[src/rtl/fetch_stage.sv]
// Purpose: instruction fetch stage; owns the PC and the IF/ID pipeline register.
// Latency: an instruction word presented at imem_addr_o appears in IF/ID one cycle later.
// Backpressure: stall_i freezes PC and IF/ID; imem_valid_i low holds PC and inserts bubbles.
//
// Ports:
//   clk_i, rst_i           clock and asynchronous active-high reset
//   stall_i                hazard-unit hold request (load-use)
//   branch_taken_i         resolved taken branch from a later stage
//   branch_target_i        redirect address (low two bits ignored)
//   imem_addr_o            instruction memory address (the PC)
//   imem_data_i            instruction word at imem_addr_o
//   imem_valid_i           imem_data_i is valid this cycle
//   ifid_instr_o           IF/ID instruction register
//   ifid_pc4_o             IF/ID PC+4 register
//   ifid_valid_o           IF/ID holds a real instruction
//   instr_op_o             opcode field of ifid_instr_o
//   fetch_count_o          saturating count of instructions delivered into IF/ID
module fetch_stage (
    input  logic        clk_i,
    input  logic        rst_i,
    input  logic        stall_i,
    input  logic        branch_taken_i,
    input  logic [31:0] branch_target_i,
    output logic [31:0] imem_addr_o,
    input  logic [31:0] imem_data_i,
    input  logic        imem_valid_i,
    output logic [31:0] ifid_instr_o,
    output logic [31:0] ifid_pc4_o,
    output logic        ifid_valid_o,
    output logic [5:0]  instr_op_o,
    output logic [15:0] fetch_count_o
);

    logic [31:0] pc;
    logic [31:0] pc_plus4;

    // Wraps modulo 2^32 by construction.
    assign pc_plus4    = pc + 32'd4;
    assign imem_addr_o = pc;
    assign instr_op_o  = ifid_instr_o[31:26];

    // Priority: redirect > stall > memory wait > normal fetch.
    always_ff @(posedge clk_i or posedge rst_i) begin
        if (rst_i) begin
            pc            <= 32'h0;
            ifid_instr_o  <= 32'h0;
            ifid_pc4_o    <= 32'h0;
            ifid_valid_o  <= 1'b0;
            fetch_count_o <= 16'h0;
        end else if (branch_taken_i) begin
            // Redirect wins even over a stall; any in-flight imem data is dropped.
            pc            <= {branch_target_i[31:2], 2'b00};
            ifid_instr_o  <= 32'h0;
            ifid_pc4_o    <= 32'h0;
            ifid_valid_o  <= 1'b0;
        end else if (stall_i) begin
            pc            <= pc;
        end else if (!imem_valid_i) begin
            ifid_instr_o  <= 32'h0;
            ifid_pc4_o    <= 32'h0;
            ifid_valid_o  <= 1'b0;
        end else begin
            pc            <= pc_plus4;
            ifid_instr_o  <= imem_data_i;
            ifid_pc4_o    <= pc_plus4;
            ifid_valid_o  <= 1'b1;
            if (fetch_count_o != 16'hFFFF) begin
                fetch_count_o <= fetch_count_o + 16'd1;
            end
        end
    end

endmodule

[config.mk]
export PLATFORM = sky130hd
export DESIGN_NAME = fetch_stage
export DESIGN_NICKNAME = d
export VERILOG_FILES = /design/src/rtl/fetch_stage.sv
export SDC_FILE = /design/constraint.sdc
export NUM_CORES = 1
export LEC_CHECK = 0
export ABC_AREA = 1
export CELL_PAD_IN_SITES_DETAIL_PLACEMENT = 1
export CELL_PAD_IN_SITES_GLOBAL_PLACEMENT = 1
export CORE_MARGIN = 5
export CORE_UTILIZATION = 29
export CTS_CLUSTER_DIAMETER = 200
export DETAILED_ROUTE_END_ITERATION = 16
export GPL_TIMING_DRIVEN = 0
export PLACE_DENSITY = 0.74
export SLEW_MARGIN = 20
export SYNTH_ARGS = -nofsm -noshare
export SYNTH_HDL_FRONTEND = slang
export SYNTH_SLANG_ARGS = --single-unit
[constraint.sdc]
create_clock -name clk_i -period 3.8 [get_ports clk_i]
set_input_delay 0.95 -clock clk_i [delete_from_list [all_inputs] [get_ports clk_i]]
set_output_delay 0.95 -clock clk_i [all_outputs]
set_load 0.05 [all_outputs]
==> flow_summary.toml <==
[outcome]
status = "complete, no violations"

[floorplanning]
dieWidth_um = 146
boundaryPins = 188
coreArea_um2 = 18100
dieArea_um2 = 21400
die_y_um = 146
rows = 49
initial_core_util_pct = 29.7

[global_routing]
gr-total-overflow = 0
gr-usage-met1_pct = 23.1
antenna_found_initial = 0
grt_max_degree = 31
busiest_layer = "met2"
grt_pass1_vias = 5386
grt_pass1_wl_mm = 29.5
track_usage_pct = 17.1
met3_usage_pct = 2.60
met2_usage_pct = 28.8

[final_layout]
syn2layout_area_growth_pct = 46.2
regArea_um2 = 2750
multi_input_area_um2 = 2250
antenna_cells = 0
nNetsFinal = 933
layout-drive-gt1-share_pct = 6.00
fill_cells = 2183

[flow_run]
maxCapViolCount = 0

[logic_synthesis]
synth_edf_count = 0
synth_area_leader_cell = "dfrtp_1"
synth_ff_type = "dfrtp_1"
synth.most_common_cell = "nand2_1"
netlist_area_um2 = 5380
syn_inst = 664
avgSynthCellArea_um2 = 8.10
synth_commonest_cells = "nand2_1 (283), dfrtp_1 (110), inv_1 (53), nor2_1 (51), a22o_1 (39)"
ys_seq_elements = 110
synthTopCellsByArea = "dfrtp_1 (51%), nand2_1 (20%), a22o_1 (6.3%)"
ys_warn_count = 0
ys_seq_area_share_pct = 51.2
async_reset_ff_share_pct = 100
synthDistinctLibCells = 27
synth_top_area_share_pct = 51.2

[worst_setup_path]
critical_path.startpoint_type = "register"
cp_slowest_cell = "clkdlybuf4s50_1"
slowest_delay_ps = 870
critical_path_class = "reg2out"
crit_buf_inv = 1
cp_top_family = "buffers and inverters"
endpoint_kind = "primary output"
crit_required_ps = 2850
path_cells = "clkdlybuf4s50_1"
crit_arrival_ps = 1740
crit_fanout = 6

[placement]
post-place-ws_ps = 864
routabilityCongestion = 0.827
port-buffer-count = 182
dp_hpwl_mm = 14.3

[timing]
post-route-period-util_pct = 70.8
hold_violations = 0
fin_ws_ps = 1110
tightest_slew_ps = 744
min_period_ps = 2690
clock.fmax_mhz = 372
drv_slew = 0
setup_viol = 0
skew_ps = 7.63
tns_ps = 0
rsz0062_at_grt = "no"
slew_headroom_pct = 50.2

[min_path]
hold_path.class = "reg2reg"

[drt]
ant_nets = 0
totalWireLength_mm = 18.2
avgViaCountPerCell = 4.62
vias = 5054
drcViolationCount = 0
dr.pass1.iters = 4
wl_per_cell_um = 16.6
initialDrtViolationCount = 238

[pwr]
swShare_pct = 34.7
sequentialPowerShare_pct = 42.8
p_per_area_nw_per_um2 = 403
p_clk_share_pct = 30.1
switchingPower_w = 0.00110
p_int_w = 0.00207
leakage_nw = 3.76
pwr-share-comb_pct = 27.1
p_total_w = 0.00317
irDropWorstVdd_uv = 212

[clock_tree]
cts_resized = 0
cts_setup_buffers = 0
clk_latency_ps = 350
cts.sinks = 110
clock_path_buffers = 2
h-tree-depth = 3
cts_root_buf = "clkbuf_16"
tritoncts = "built"
cts_hold_buf = 0
numCtsBuffers = 9
clk_pin_slew_worst_paths_ps = 70
==> layout make-up <==
class                      count  area share [%]
sequential                   110            35.0
multi-input combinational    470            28.6
timing repair buffer         186            24.3
tap                          229            3.64
clock buffer                  11            2.96
inverter                      56            2.75
buffer                        29            2.13
clock inverter                 4           0.620
==> cells by family after synthesis <==
family / after synthesis / share of synthesized area [%]
and+or+nand+nor: 378 / 28.2
other: 1 / 0.0697
adders and majority gates: 2 / 0.465
xor gates and xnor gates: 26 / 4.23
DFF: 110 / 51.2
AOI/OAI and AO/OA: 62 / 8.79
buffers and inverters: 85 / 7.07
==> metal layers <==
layer	up-vias	share of wire (%)
met3	13	4.3
met2	106	47
met5	-	0
li1	2472	-
met4	0	1.1
met1	2463	47
==> cell usage in the layout (no fill, tap or decap), types with 2 or more instances in the layout <==
cell type,instances
o21ai_0,18
xor2_1,12
a21oi_1,2
nand4_1,2
clkdlybuf4s50_1,182
clkbuf_16,9
clkinv_2,2
nor2_4,3
ha_1,2
inv_1,52
nand3_1,29
buf_12,3
dfrtp_1,110
conb_1,2
a22o_1,39
buf_4,9
buf_6,2
xnor2_1,14
clkbuf_1,12
o211ai_1,2
inv_2,2
nor2_2,6
buf_2,8
nand2_1,283
nor2_1,51
==> sequential cells by signal, indices dropped and copies added (netlist names) <==
name and cells:
fetch_count_o 16, ifid_instr_o 32, imem_addr_o 30, ifid_pc4_o 31
ifid_valid_o 1
==> through the flow <==
stage          instances  utilization, %  cell area, µm²  hold slack, ps
6_report            1095            43.5            7870             482
5_1_grt             1095            43.5            7870             513
4_1_cts             1095            43.5            7870             486
3_5_place_dp        1080            41.9            7580             467
3_3_place_gp        1076            41.4            7500             465
2_1_floorplan        665               -            5390             756
==> worst register-to-register path: stages (launching register included) <==
cell and delay (ps):
dfrtp_1 410, ha_1 190, nand2_1 70, nor2_1 180, nand2_1 190, nor2_1 380
nand2_1 100, nand2_1 70, nand2_1 50, nand2_1 70, nand2_1 60
==> power groups by stage <==
stage | clock (W) | combinational (W) | sequential, W
5_1_grt | 0.00102 | 0.000918 | 0.00137
3_3_place_gp | 0 | 0.000845 | 0.00138
2_1_floorplan | 0 | 0.000240 | 0.00165
6_report | 0.000953 | 0.000860 | 0.00136
3_5_place_dp | 0 | 0.000869 | 0.00138
4_1_cts | 0.000990 | 0.000872 | 0.00135
==> path summary, 6_finish.rpt <==
kind,startpoint,end,slack (ps),cells after the start
worst min-delay path,ifid_pc4_o[26],ifid_pc4_o[26],480,2
worst max register to register,imem_addr_o[3],ifid_pc4_o[30],1930,10
worst max-delay path,imem_addr_o[16],imem_addr_o[16],1110,1
max in group asynchronous,rst_i,imem_addr_o[12],2230,4
min in group asynchronous,rst_i,ifid_instr_o[29],920,2
worst min register to register,ifid_pc4_o[26],ifid_pc4_o[26],480,2
Note: power is estimated with default switching activity, not from simulation.
